--- config.mk ---
export PLATFORM = sky130hd
export DESIGN_NAME = seg7_display_ctrl
export DESIGN_NICKNAME = d
export VERILOG_FILES = /design/src/rtl/seg7_pkg.sv /design/src/rtl/seg7_decode.sv /design/src/rtl/seg7_display_ctrl.sv
export SDC_FILE = /design/constraint.sdc
export NUM_CORES = 1
export LEC_CHECK = 0
export ABC_AREA = 1
export CAP_MARGIN = 40
export CORE_UTILIZATION = 60
export DETAILED_ROUTE_END_ITERATION = 12
export HOLD_SLACK_MARGIN = 0.12
export PLACE_DENSITY_LB_ADDON = 0.2
export SKIP_LAST_GASP = 1
export SLEW_MARGIN = 20
export SYNTH_ARGS = -nofsm -noshare
export SYNTH_HDL_FRONTEND = slang
export SYNTH_HIERARCHICAL = 1
export SYNTH_SLANG_ARGS = --single-unit
--- constraint.sdc ---
create_clock -name clock -period 3.7 [get_ports clock]
set_clock_uncertainty 0.15 [all_clocks]
set_input_delay 0.555 -clock clock [delete_from_list [all_inputs] [get_ports clock]]
set_output_delay 0.555 -clock clock [all_outputs]
set_load 0.01 [all_outputs]
--- src/rtl/seg7_pkg.sv ---
// Shared constants and segment lookup for the 7-segment display controller.
// Patterns are active-low, bit0=a .. bit6=g.
package seg7_pkg;

    localparam logic [6:0] SEG_BLANK = 7'h7F;

    localparam logic [6:0] SEG_TABLE [16] = '{
        7'h40, 7'h79, 7'h24, 7'h30,
        7'h19, 7'h12, 7'h02, 7'h78,
        7'h00, 7'h10, 7'h08, 7'h03,
        7'h46, 7'h21, 7'h06, 7'h0E
    };

    function automatic logic [6:0] seg7_lut(input logic [3:0] i_nibble);
        return SEG_TABLE[i_nibble];
    endfunction

endpackage

--- src/rtl/seg7_decode.sv ---
// Combinational hex nibble to active-low segment decoder with blank override.
module seg7_decode
    import seg7_pkg::*;
(
    input  logic [3:0] i_nibble,
    input  logic       i_blank,
    output logic [6:0] o_seg_n
);

    assign o_seg_n = i_blank ? SEG_BLANK : seg7_lut(i_nibble);

endmodule

--- src/rtl/seg7_display_ctrl.sv ---
// Multi-digit 7-segment controller: static per-digit buses plus a scanned bus,
// with leading-zero blanking, decimal points and whole-display blink.
module seg7_display_ctrl
    import seg7_pkg::*;
#(
    parameter int DIGITS      = 4,
    parameter int REFRESH_DIV = 50000,
    parameter int BLINK_DIV   = 12500000
) (
    input  logic                  clock,
    input  logic                  reset,
    input  logic                  load,
    input  logic [4*DIGITS-1:0]   value,
    input  logic [DIGITS-1:0]     dp_in,
    input  logic                  blank_lz,
    input  logic                  blink_en,
    output logic [7*DIGITS-1:0]   hex_all_n,
    output logic [6:0]            seg_n,
    output logic                  dp_n,
    output logic [DIGITS-1:0]     an_n
);

    localparam int IW = (DIGITS > 1) ? $clog2(DIGITS) : 1;
    localparam int PW = (REFRESH_DIV > 1) ? $clog2(REFRESH_DIV) : 1;
    localparam int BW = (BLINK_DIV > 1) ? $clog2(BLINK_DIV) : 1;

    logic [4*DIGITS-1:0] r_value;
    logic [DIGITS-1:0]   r_dpq;
    logic [IW-1:0]       r_idx;
    logic [PW-1:0]       r_pre;
    logic [BW-1:0]       r_bcnt;
    logic                r_phase;
    logic [7*DIGITS-1:0] r_hex;
    logic [6:0]          r_seg;
    logic                r_dp;
    logic [DIGITS-1:0]   r_an;

    logic [DIGITS:1]     w_zhi;
    logic [DIGITS-1:0]   w_blank;
    logic [6:0]          w_dec [DIGITS];
    logic [7*DIGITS-1:0] w_dec_flat;
    logic [DIGITS-1:0]   w_onehot;
    logic                w_pre_tc;
    logic                w_idx_last;
    logic                w_blk_tc;
    logic                w_vis;

    // w_zhi[i]: nibbles i..DIGITS-1 are all zero
    assign w_zhi[DIGITS] = 1'b1;
    assign w_blank[0]    = 1'b0;

    for (genvar gi = 1; gi < DIGITS; gi++) begin : g_lz
        assign w_zhi[gi]   = w_zhi[gi+1] & (r_value[4*gi +: 4] == 4'h0);
        assign w_blank[gi] = blank_lz & w_zhi[gi];
    end

    for (genvar gd = 0; gd < DIGITS; gd++) begin : g_dec
        seg7_decode u_dec (
            .i_nibble (r_value[4*gd +: 4]),
            .i_blank  (w_blank[gd]),
            .o_seg_n  (w_dec[gd])
        );
        assign w_dec_flat[7*gd +: 7] = w_dec[gd];
    end

    assign w_pre_tc   = (r_pre == PW'(REFRESH_DIV - 1));
    assign w_idx_last = (r_idx == IW'(DIGITS - 1));
    assign w_blk_tc   = (r_bcnt == BW'(BLINK_DIV - 1));
    assign w_vis      = ~blink_en | r_phase;
    assign w_onehot   = DIGITS'(1) << r_idx;

    always_ff @(posedge clock) begin
        if (reset) begin
            r_value <= '0;
            r_dpq   <= '0;
            r_idx   <= '0;
            r_pre   <= '0;
            r_bcnt  <= '0;
            r_phase <= 1'b1;
            r_hex   <= '1;
            r_seg   <= SEG_BLANK;
            r_dp    <= 1'b1;
            r_an    <= '1;
        end else begin
            if (load) begin
                r_value <= value;
                r_dpq   <= dp_in;
            end

            r_pre <= w_pre_tc ? '0 : r_pre + 1'b1;
            if (w_pre_tc) begin
                r_idx <= w_idx_last ? '0 : r_idx + 1'b1;
            end

            // Blink timebase free-runs so enabling blink lands on a stable phase
            r_bcnt <= w_blk_tc ? '0 : r_bcnt + 1'b1;
            if (w_blk_tc) begin
                r_phase <= ~r_phase;
            end

            r_hex <= w_vis ? w_dec_flat : '1;
            r_seg <= w_vis ? w_dec[r_idx] : SEG_BLANK;
            r_dp  <= ~(w_vis & r_dpq[r_idx]);
            r_an  <= ~w_onehot;
        end
    end

    assign hex_all_n = r_hex;
    assign seg_n     = r_seg;
    assign dp_n      = r_dp;
    assign an_n      = r_an;

endmodule

---- Word-level counts from Yosys, hierarchy flattened ----
Memory sizes are Yosys's and may differ from the RTL's.
Cells that the tools add are included.
cells by class
  $add $sub $neg .......................... 3
  order comparisons ....................... 6
  equal/unequal tests ..................... 3
  shift operators ......................... 1
  multiplexer cells ....................... 17
  bitwise operators ....................... 17
  reduce and logical (&&, ||, !) cells .... 6
operators with widths
  kind                                                                  number
  7-bit 2-to-1 mux                                                      13
  24-bit by 1-bit adder with 24-bit output, second input constant       1
  24-bit equality test, second input constant                           1
  5-bit >= comparator, second input constant                            4
  4-bit NOT with 5-bit output                                           4
  16-bit by 1-bit adder with 16-bit output, second input constant       1
  16-bit equality test, second input constant                           1
  7-bit binary-select mux with 2-bit select                             1
  4-bit logical NOT                                                     3
  1-bit bitwise AND                                                     6
  2-bit OR reduction                                                    3
  1-bit NOT                                                             4
  4-bit NOT                                                             1
  1-bit by 2-bit left shift with 4-bit output, first input constant     1
  3-bit >= comparator, second input constant                            1
  2-bit by 3-bit < comparator with 1-bit output, second input constant  1
  2-bit NOT with 3-bit output                                           1
  2-bit by 1-bit adder with 2-bit output, second input constant         1
  1-bit binary-select mux with 2-bit select                             1
  2-bit equality test, second input constant                            1
  2-bit 2-to-1 mux                                                      1
  1-bit 2-to-1 mux                                                      1
  1-bit OR                                                              1
word-level totals
  bits in registers ....................... 103
  bits in read-only memories .............. 448
  output and inout bits ................... 40
  logic and storage cells ................. 67
  memories ................................ 4
memory list
  name             words  width  read ports  clocked after memory_dff  wr ports  line            text
  (no name shown)  16     7      1           0                         0         seg7_pkg.sv:15  return SEG_TABLE[i_nibble];
  (no name shown)  16     7      1           0                         0         seg7_pkg.sv:15
  (no name shown)  16     7      1           0                         0         seg7_pkg.sv:15
  (no name shown)  16     7      1           0                         0         seg7_pkg.sv:15

---- Longest topological paths before layout ----
Gate-level depths: netlist of run 1.
  depth in word-level cells ............... 8
  gate-level depth with buffers ........... 13
  mapped depth without buffers ............ 13

---- By module ----
The synthesis of run 1 kept the hierarchy.
modules (own cells, without submodules)
  module                            times used  cells each  area an instance (µm²)  seq. area each (µm²)
  seg7_display_ctrl                 1           567         4216.5                  2062.0
  seg7_decode (g_dec[0].u_dec ...)  3           51          294.0                   0.0
  seg7_decode (g_dec[1].u_dec)      1           53          304.0                   0.0

---- Least setup slack after synthesis of run 1 ----
No wires, ideal clock.
  path type ............................... input-to-reg
  start ................................... input blank_lz
  end ..................................... register r_seg[5], in the netlist seg_n[5]
  library setup time ...................... 0.144 ns
  data arrival time ....................... 1.472 ns
  slack ................................... 1.934 ns
  stages .................................. 12
  cells stage by stage .................... inv_1 nor2_1 and3_1 and2_1 inv_1 nand2_1 inv_1 nand2_1 inv_1 o21ai_0 a21oi_1 o21ai_0
on the way
  longest elaborated chain between the ends .. 5
  elaborated cells on any way between the ends .. 9
  classes of those cells .................. mux: 6; bitwise: 3
ends and longest elaborated chain
  element                                              line                      text
  start: declaration                                   seg7_display_ctrl.sv:15   input logic blank_lz,
  1-bit bitwise AND                                    seg7_display_ctrl.sv:54   assign w_blank[gi] = blank_lz & w_zhi[gi];
  named net w_blank[3]                                 seg7_display_ctrl.sv:39   logic [DIGITS-1:0] w_blank;
  7-bit 2-to-1 mux                                     seg7_decode.sv:10         assign o_seg_n = i_blank ? SEG_BLANK : seg7_lut(i_nibble);
  7-bit binary-select mux with 2-bit select            seg7_display_ctrl.sv:102  r_seg <= w_vis ? w_dec[r_idx] : SEG_BLANK;
  7-bit 2-to-1 mux (implied by the code) (2 in a row)  seg7_display_ctrl.sv:102
  end signal: assignment                               seg7_display_ctrl.sv:102
  end: declaration                                     seg7_display_ctrl.sv:34   logic [6:0] r_seg;
The timed path passes the listed nets, and every way through them passes these cells. The select of a mux whose other input is x is not followed.
A chain may end at the register's enable or synchronous reset.

---- Worst setup path after layout of run 1 ----
  start ................................... register r_value[14]
  end ..................................... register r_seg[6], in the netlist seg_n[6]
on the way
  elaborated cells on any way between the ends .. 16
  classes of those cells .................. mux: 8; bitwise: 6; reduce/logical: 1; memory: 1
RTL lines
  element                                              line                      text
  start: declaration                                   seg7_display_ctrl.sv:27   logic [4*DIGITS-1:0] r_value;
  start signal: assignment                             seg7_display_ctrl.sv:86   r_value <= value;
  4-bit logical NOT                                    seg7_display_ctrl.sv:53   assign w_zhi[gi] = w_zhi[gi+1] & (r_value[4*gi +: 4] == 4'h0);
  1-bit bitwise AND                                    seg7_display_ctrl.sv:54
  named net w_blank[3]                                 seg7_display_ctrl.sv:39
  7-bit 2-to-1 mux                                     seg7_decode.sv:10
  7-bit binary-select mux with 2-bit select            seg7_display_ctrl.sv:102
  7-bit 2-to-1 mux (implied by the code) (2 in a row)  seg7_display_ctrl.sv:102
The timed path passes the listed nets, and every way through them passes these cells. The select of a mux whose other input is x is not followed.

==> impl_results.md, run 1 <==
* Final WL at approximately 12000 um
* Finished Layout Cells at 939
* I/O pin total at 65
* Global route total overflow at 0
* Setup crit end kind: flop
* Slew Limit Headroom at 0.4623
* Die Wd at between 90 and 100 um
* P_sw at 0.0006113 W
* Clk_lat worst skew at roughly 0.36 ns
* Sequential share of the synthesized area at 0.3817
* Initial antenna violation count at 0
* Syn Inst Count at 773
* Setup Viol. Count Final at 0
* Slew @ Worst Pin at 0.8057 ns
* Tmin final at 2.216 ns
* Post-DP HPWL at 8974 um
* Clock root buffer: clkbuf_8
* Hold Crit Start: r_pre[0]
* Post-CTS setup buffer count at 0
* Sequential Power Share at 0.539
* Vias in the first global route at 4456
* CTS tree: built
* Via count at 5009
* Remaining DRCs at 0
* Avg Cell Area, Syn at 6.989 um2
* Commonest non-fill, non-tap cell in the layout: nand2_1
* Mapped cell area at between 5000 and 6000 um2
* Post-synthesis cell type count at 34
* Die H at 96.89 um
* Multi-input gate area at 2833 um2
* Req. time, crit path at 3.76 ns
* Row cnt at 34
* Final period utilization at 0.5988
* Sink Count at 103
* Area growth from synthesis to layout at 15.15%
* Clock tree buffer depth at 2
* Largest fanout on the critical path at 14
* Int Pwr at about 0.0016 W
* Fraction of layout cells with a size suffix above 1 at 0.05295
* Most frequent cells in the layout: nand2_1, nor2_1, dfxtp_1
* RSZ-0062 raised after global routing: false
* DR iter-0 viols at 304
* VDD IR max at ~0.00024 V
* GPL Wtd Cong at 0.8925
* Clock Power Share at 0.309
* Post-synth EDFFs at 0
* Largest net degree at the start of global routing at 37
* Post-synth ARST share at 0
* Vias/cell at 5.334
* DIE AREA at 9388 um2
* Slew Limit Fails at 0
* Util after Layout at 0.7133
* Run status: complete, no violations
* Core ar. at between 8000 and 9000 um2
* Number of port buffers at 64
* Clock slew at reported path FFs at 0.09 ns
* Syn nets at between 800 and 900
* Worst EP arrival at 2.28 ns
* Comb pwr share at 0.153
* Pwr Density at 361.9 nW/um2
* Routed wire length per instance at 12.64 um
* Critical Path Start Type: flop
* Design Area, Final at 6221 um2
* Post-DRT Antenna Nets at 0
* Fillers at 697
* Cts repair resizes at 0
* Crit path kind: flop to flop
* Htree depth at 3
* Pre-antenna DRT Iters at 4
* Sw frac at 0.2715
* Final hold violation count at 0
* Lkg Pwr at ~2.6 nW
* Fmax at 451.4 MHz
* Reg area at 2062 um2
* Placed cell count at ~920
* Starting Density at 0.6195
* Top FF cell, synth: dfxtp_1
* MaxCap Viol Count at 0
* #FFs+latches synth at just over 100
* HP Class: flop to flop
* Final setup TNS at 0 ns
* Final nets at between 800 and 900
* Antenna Cells at 0
* Synthesis Warnings at 6
* Worst reg2reg startpoint: r_value[14]
* DP Area at 6031 um2
* # hold bufs at CTS at 0
* Crit path launch: r_value[14]
* First-pass GRT wire length at 20560 um
* Tot Pwr at 0.002251 W
* Num CTS Buffers at 9
* Total GRT Usage at 0.2631
==> power by group through the flow <==
stage / sequential, W / combinational [W] / clock [W]
2_1_floorplan: 0.00124 / 0.000199 / 0
3_3_place_gp: 0.00124 / 0.000332 / 0
5_1_grt: 0.00122 / 0.000385 / 0.000761
6_report: 0.00121 / 0.000343 / 0.000695
3_5_place_dp: 0.00124 / 0.000340 / 0
4_1_cts: 0.00121 / 0.000342 / 0.000712
==> cells in the mapped netlist, drive strengths merged (5+ instances only) <==
| library cell | instances | area (um2) |
|---|---|---|
| a21oi | 30 | 150.1 |
| clkbuf | 9 | 43.79 |
| nand2 | 185 | 721.9 |
| dfxtp | 103 | 2062 |
| nand3 | 84 | 435.4 |
| xnor2 | 5 | 43.79 |
| nor3 | 5 | 25.02 |
| inv | 94 | 352.8 |
| ha | 34 | 425.4 |
| buf | 14 | 115.1 |
| o21ai | 55 | 290.3 |
| xor2 | 11 | 96.34 |
| nand4 | 9 | 56.30 |
| nor2 | 120 | 478.0 |
==> area by class of cell <==
type / count / area share
sequential: 103 / 0.3315
timing repair buffer: 65 / 0.1042
clock buffer: 12 / 0.02172
tap: 108 / 0.02172
multi-input combinational: 553 / 0.4554
clock inverter: 4 / 0.008850
inverter: 94 / 0.05672
==> metrics by stage <==
step	setup WS [ns]	hold WS [ns]
after floorplan	1.934	0.2673
after global placement	1.331	0.2831
after detailed placement	1.227	0.2989
after CTS	1.514	0.3115
after global routing	1.259	0.3341
final	1.484	0.3171
==> critical path, cell delays in order (launching register included) <==
cell and delay (ns):
dfxtp_1 0.64, nor2_1 0.08, nand2_1 0.09, nor2_1 0.05, and3_1 0.16, and2_1 0.14, inv_1 0.20, o21ai_2 0.08
inv_1 0.06, nand2_1 0.05, inv_1 0.06, o21ai_0 0.08, a21oi_1 0.15, o21ai_0 0.10
==> logic make-up after synthesis <==
family	after synthesis	synth area share
AND/OR/NAND/NOR	412	0.3289
other	1	0.0006941
AO/OA/AOI/OAI	90	0.08939
adder cells (fa/ha/maj)	34	0.07874
XOR/XNOR	16	0.02594
buffers and inverters	117	0.09472
flip-flops	103	0.3817
==> metal layers <==
metal	global-route usage	share of wire	wire, um	up-vias
met2	0.4209	0.45	5348	167
met4	0.09070	0.019	224	0
li1	-	-	-	2545
met3	0.03613	0.050	589	22
met5	0	0	0	-
met1	0.3648	0.48	5708	2275
==> worst paths after layout <==
path / depth (start not counted) / endpoint / slack (ns)
worst max register to register: 13 / seg_n[6] / 1.48
worst min-delay path: 1 / r_pre[0] / 0.32
worst min register to register: 1 / r_pre[0] / 0.32
worst max-delay path: 13 / seg_n[6] / 1.48
==> sequential cells by signal, indices dropped and copies added, names as in the netlist <==
name       flops
r_value       16
r_phase        1
r_pre         16
dp_n           1
r_dpq          4
an_n           4
r_idx          2
hex_all_n     28
seg_n          7
r_bcnt        24
(Power assumes the default switching activity.)
==> run 2, diff against run 1 <==
- CORE_UTILIZATION: 60 -> 56
- clock period: 3.7 -> 2.2 ns (I/O delays scaled with it)
==> impl_results.md, run 2 (synthesized netlist as in run 1, its figures left out) <==
* Area growth from synthesis to layout at 18.34%
* Clock root buffer: clkbuf_8
* Worst-path cell chain: nor2_1 -> nand2_1 -> nor2_1 -> and3_1 -> and2_1 -> inv_1 -> nand3_1 -> a21oi_1 -> o21ai_0 -> o21ai_0 -> nand2_1
* Tmin final at 1.941 ns (-0.2742 ns)
* Worst reg2reg startpoint: r_value[13]
* Run status: complete, no violations
* Util after Layout at 0.6887 (-0.02466)
* Global route total overflow at 0 (unchanged)
* VDD IR max at 0.0003787 V (+55%)
* Fillers at 838 (+20%)
* Vias/cell at 5.082 (-4.7%)
* Final WL at 11990 um (+1.0%)
* Hold Crit Endpoint: r_pre[0]
* Worst EP arrival at 2.05 ns (-0.23 ns)
* I/O pin total at 65 (unchanged)
* Reg2Reg Depth at 11 (-2)
* Row cnt at 35 (+2.9%)
* Tot Pwr at 0.003961 W (+76%)
* Commonest non-fill, non-tap cell in the layout: nand2_1
* DP Worst Slack at -0.01715 ns (-1.244 ns)
* Critical Path Start Type: flop
* CTS tree: built
* RR Endpoint: seg_n[0]
* Crit path kind: flop to flop
* Hold depth at 1 (unchanged)
* Sink Count at 103 (unchanged)
* Clock tree buffer depth at 2 (unchanged)
* Vias in the first global route at 4493 (+0.83%)
* GPL Wtd Cong at 0.8843 (-0.92%)
* Post-CTS setup buffer count at 0 (unchanged)
* Number of port buffers at 64 (unchanged)
* Total GRT Usage at 0.2539 (-0.009216)
* Post-DP HPWL at 9084 um (+1.2%)
* First-pass GRT wire length at 20610 um (+0.23%)
* Fraction of layout cells with a size suffix above 1 at 0.06888 (+0.01594)
* Starting Density at 0.5819 (-0.03757)
* Pre-antenna DRT Iters at 6 (+2)
* Req. time, crit path at 2.30 ns (-1.46 ns)
* Setup Viol. Count Final at 0 (unchanged)
* Die H at 100.2 um (+3.4%)
* Largest net degree at the start of global routing at 37 (unchanged)
* Largest register FFs at 28 (unchanged)
* Hold Crit Start: r_pre[0]
* HP Class: flop to flop
* Final hold violation count at 0 (unchanged)
* Final WS setup at 0.2587 ns (-1.226 ns)
* Biggest cell delay along the critical path at 0.48 ns (-0.16 ns)
* Most frequent cells in the layout: nand2_1, nor2_1, dfxtp_1
* Clock slew at reported path FFs at 0.10 ns (about the same)
* RSZ-0062 raised after global routing: false
* Htree depth at 3 (unchanged)
* Routed wire length per instance at 12.35 um (-2.3%)
* Remaining DRCs at 0 (unchanged)
* Multi-input gate area at 2833 um2 (unchanged)
* Largest fanout on the critical path at 7 (-7)
* Final setup TNS at 0 ns (unchanged)
* DR iter-0 viols at 189 (-38%)
* # hold bufs at CTS at 0 (unchanged)
* Clk_lat worst skew at 0.37 ns (about the same)
* Core ar. at 9284 um2 (+6.5%)
* Slew @ Worst Pin at 0.5152 ns (-0.2905 ns)
* Setup crit end kind: flop
* Cts repair resizes at 0 (unchanged)
* Slew Limit Fails at 0 (unchanged)
* Post-DRT Antenna Nets at 0 (unchanged)
* Final period utilization at 0.8824 (+0.2836)
* Worst R2R Setup Slack at 0.26 ns (-1.23 ns)
* Reg area at 2062 um2 (unchanged)
* Num CTS Buffers at 9 (unchanged)
* Fmax at 515.1 MHz (+14%)
* Pwr Density at 619.5 nW/um2 (+71%)
* Initial antenna violation count at 0 (unchanged)
* MaxCap Viol Count at 0 (unchanged)
* DIE AREA at 10040 um2 (+7.0%)
* Antenna Cells at 0 (unchanged)
* Hold WS at 0.3068 ns (-0.01028 ns)
* Slew Limit Headroom at 0.6560 (+0.1938)
* Slowest cell on crit path: dfxtp_1
* Lkg Pwr at 2.669 nW (+3.4%)
* Final nets at 896 (+1.2%)
* Via count at 4935 (-1.5%)
* Die Wd at 100.2 um (+3.4%)
run 2: changes by cell type in the layout (fill, tap and decap cells not counted), sizes merged:
cell | previous run | this run
clkbuf | 12 | 10
clkinvlp | 1 | 0
clkinv | 1 | 3
buf | 1 | 12
bufinv | 1 | 2
run 2: where the power goes:
group          total (W)  switching (W)  internal [W]  leakage [nW]
Combinational   0.000612       0.000331      0.000280          1.70
Clock            0.00133       0.000648      0.000678         0.117
Sequential       0.00202      0.0000646       0.00196         0.848
run 2: worst max-delay path: cells and delay by family, from the launching register on:
kind	cells	cell delay, ns
flip-flops	1	0.48
AO/OA/AOI/OAI	3	0.30
AND/OR/NAND/NOR	7	0.70
buffers and inverters	1	0.20
run 2: per-layer routing:
layer  up-vias  global-route usage  wire (um)
li1       2571                   -          -
met1      2209              0.3355       5423
met2       134              0.4305       5819
met3        21             0.03691        552
met4         0             0.07469        195
met5         -                   0          0
run 2: how the worst max path moves through the flow:
| stage | endpoint | slack [ns] | depth (start not counted) | startpoint |
|---|---|---|---|---|
| floorplan | seg_n[5] | 0.51 | 13 | r_value[12] |
| global placement | seg_n[5] | 0.07 | 13 | blank_lz |
| detailed placement | seg_n[5] | -0.02 | 13 | blank_lz |
| CTS | seg_n[0] | 0.27 | 11 | r_value[13] |
| global route | seg_n[6] | 0.02 | 13 | r_value[13] |
| finish | seg_n[0] | 0.26 | 11 | r_value[13] |
run 2: final cells by class:
cell class	count	area share
clock inverter	6	0.01429
sequential	103	0.3225
tap	129	0.02524
multi-input combinational	553	0.4431
inverter	94	0.05519
timing repair buffer	76	0.1182
clock buffer	10	0.02153
run 2: stage by stage:
step | instances | cell area [um2]
2_1_floorplan | 773 | 5403
3_3_place_gp | 955 | 6165
3_5_place_dp | 955 | 6165
4_1_cts | 971 | 6394
5_1_grt | 971 | 6394
6_report | 971 | 6394
==> run 3, diff against run 2 <==
- CORE_UTILIZATION: 56 -> 60
- clock period: 2.2 -> 2.3 ns (I/O delays scaled with it)
==> impl_results.md, run 3 (synthesized netlist as in run 1, its figures left out) <==
* I/O pin total at 65 (unchanged)
* Remaining DRCs at 0 (unchanged)
* Biggest cell delay along the critical path at 0.54 ns (+0.06 ns)
* Row cnt at 34 (-2.9%)
* Largest fanout on the critical path at 10 (+3)
* Final period utilization at 0.8930 (+0.01062)
* HP Class: flop to flop
* Cts repair resizes at 0 (unchanged)
* Post-CTS setup buffer count at 0 (unchanged)
* Final WL at 12050 um (+0.50%)
* VDD IR max at 0.0005000 V (+32%)
* Total GRT Usage at 0.2637 (+0.009810)
* Req. time, crit path at 2.40 ns (+0.10 ns)
* Pwr Density at 596.4 nW/um2 (-3.7%)
* Design Area, Final at 6322 um2 (-1.1%)
* CTS tree: built
* Commonest non-fill, non-tap cell in the layout: nand2_1
* Worst reg2reg startpoint: r_value[15]
* Initial antenna violation count at 0 (unchanged)
* Antenna Cells at 0 (unchanged)
* Final nets at 894 (-0.22%)
* DP Area at 6098 um2 (-1.1%)
* DR iter-0 viols at 321 (+70%)
* Fillers at 725 (-13%)
* Worst setup endpoint: seg_n[0]
* Critical Path Start Type: flop
* Starting Density at 0.6195 (+0.03757)
* Final hold violation count at 0 (unchanged)
* MaxCap Viol Count at 0 (unchanged)
* Worst R2R Setup Slack at 0.25 ns (about the same)
* Core ar. at 8721 um2 (-6.1%)
* Worst EP arrival at 2.15 ns (+0.10 ns)
* Clk_lat worst skew at 0.37 ns (about the same)
* Num CTS Buffers at 9 (unchanged)
* Sink Count at 103 (unchanged)
* Setup crit end kind: flop
* Fmax at 486.9 MHz (-5.5%)
* Tmin final at 2.054 ns (+0.1127 ns)
* Most frequent cells in the layout: nand2_1, nor2_1, dfxtp_1
* Die Wd at 96.89 um (-3.3%)
* Slew @ Worst Pin at 0.6462 ns (+0.1310 ns)
* Hold depth at 1 (unchanged)
* Slowest cell on crit path: dfxtp_1
* Largest net degree at the start of global routing at 37 (unchanged)
* First-pass GRT wire length at 20440 um (-0.84%)
* Htree depth at 3 (unchanged)
* GPL Wtd Cong at 0.8435 (-4.6%)
* Vias in the first global route at 4530 (+0.82%)
* Routed wire length per instance at 12.71 um (+2.9%)
* Via count at 5015 (+1.6%)
* Crit path kind: flop to flop
* Number of port buffers at 64 (unchanged)
* Clock tree buffer depth at 2 (unchanged)
* Fraction of layout cells with a size suffix above 1 at 0.06667 (-0.002217)
* Global route total overflow at 0 (unchanged)
* Post-DP HPWL at 9122 um (+0.42%)
* Crit path launch: r_value[15]
* Final setup TNS at 0 ns (unchanged)
* RSZ-0062 raised after global routing: false
* Clock root buffer: clkbuf_8
* Vias/cell at 5.290 (+4.1%)
* DIE AREA at 9388 um2 (-6.5%)
* Largest register FFs at 28 (unchanged)
* Slew Limit Fails at 0 (unchanged)
* Reg2Reg Depth at 11 (unchanged)
* Slew Limit Headroom at 0.5687 (-0.08732)
* RR Endpoint: seg_n[0]
* Setup Viol. Count Final at 0 (unchanged)
* Clock slew at reported path FFs at 0.11 ns (about the same)
* Worst-path cell chain: nor2_1 -> nand2_1 -> nor2_1 -> and3_1 -> and2_1 -> inv_1 -> nand3_1 -> a21oi_1 -> o21ai_0 -> o21ai_0 -> nand2_1
* Run status: complete, no violations
* Area growth from synthesis to layout at 17.02%
* Die H at 96.89 um (-3.3%)
* # hold bufs at CTS at 0 (unchanged)
* Lkg Pwr at 2.647 nW (-0.80%)
* Pre-antenna DRT Iters at 5 (-1)
* Post-DRT Antenna Nets at 0 (unchanged)
-- run 3: per-layer routing --
layer	vias up	track usage	share of wire
li1	2560	-	-
met1	2271	0.3371	0.46
met2	160	0.4377	0.47
met3	24	0.06431	0.058
met4	0	0.08266	0.018
met5	-	0	0
-- run 3: final cells by class --
type	count	area (um2)	area share
multi-input combinational	553	2833	0.4481
sequential	103	2062	0.3261
timing repair buffer	74	715.7	0.1132
inverter	94	352.8	0.05581
tap	108	135.1	0.02137
clock buffer	9	123.9	0.01959
clock inverter	7	100.1	0.01583
-- run 3: worst min path at each step --
stage / from / end / slack [ns]
6_report: r_pre[0] / r_pre[0] / 0.31
5_1_grt: r_pre[0] / r_pre[0] / 0.34
4_1_cts: r_pre[0] / r_pre[0] / 0.32
3_5_place_dp: r_pre[0] / r_pre[0] / 0.29
3_3_place_gp: r_pre[0] / r_pre[0] / 0.28
2_1_floorplan: reset / r_idx[0] / 0.26
-- run 3: report_power, final --
group / leakage (nW) / switching (W) / internal [W]
combinational: 1.69 / 0.000314 / 0.000261
clock: 0.115 / 0.000632 / 0.000625
sequential: 0.848 / 0.0000654 / 0.00187
-- run 3: through the flow --
stage	util	hold slack, ns	cells	setup slack [ns]	total power [W]
final	0.7250	0.3140	948	0.2460	0.003770
after global routing	0.7250	0.3353	948	0.04543	0.003954
after CTS	0.7250	0.3193	948	0.2750	0.003797
after detailed placement	0.6993	0.2938	932	0.07390	0.002547
after global placement	0.6993	0.2781	932	0.1555	0.002532
after floorplan	-	0.2641	773	0.6129	0.002311
-- run 3: critical path, delay by kind of cell, from the launching register on --
family,cells,cell delay (ns)
flops,1,0.54
buf+inv,1,0.19
simple gates,7,0.73
compound gates,3,0.33
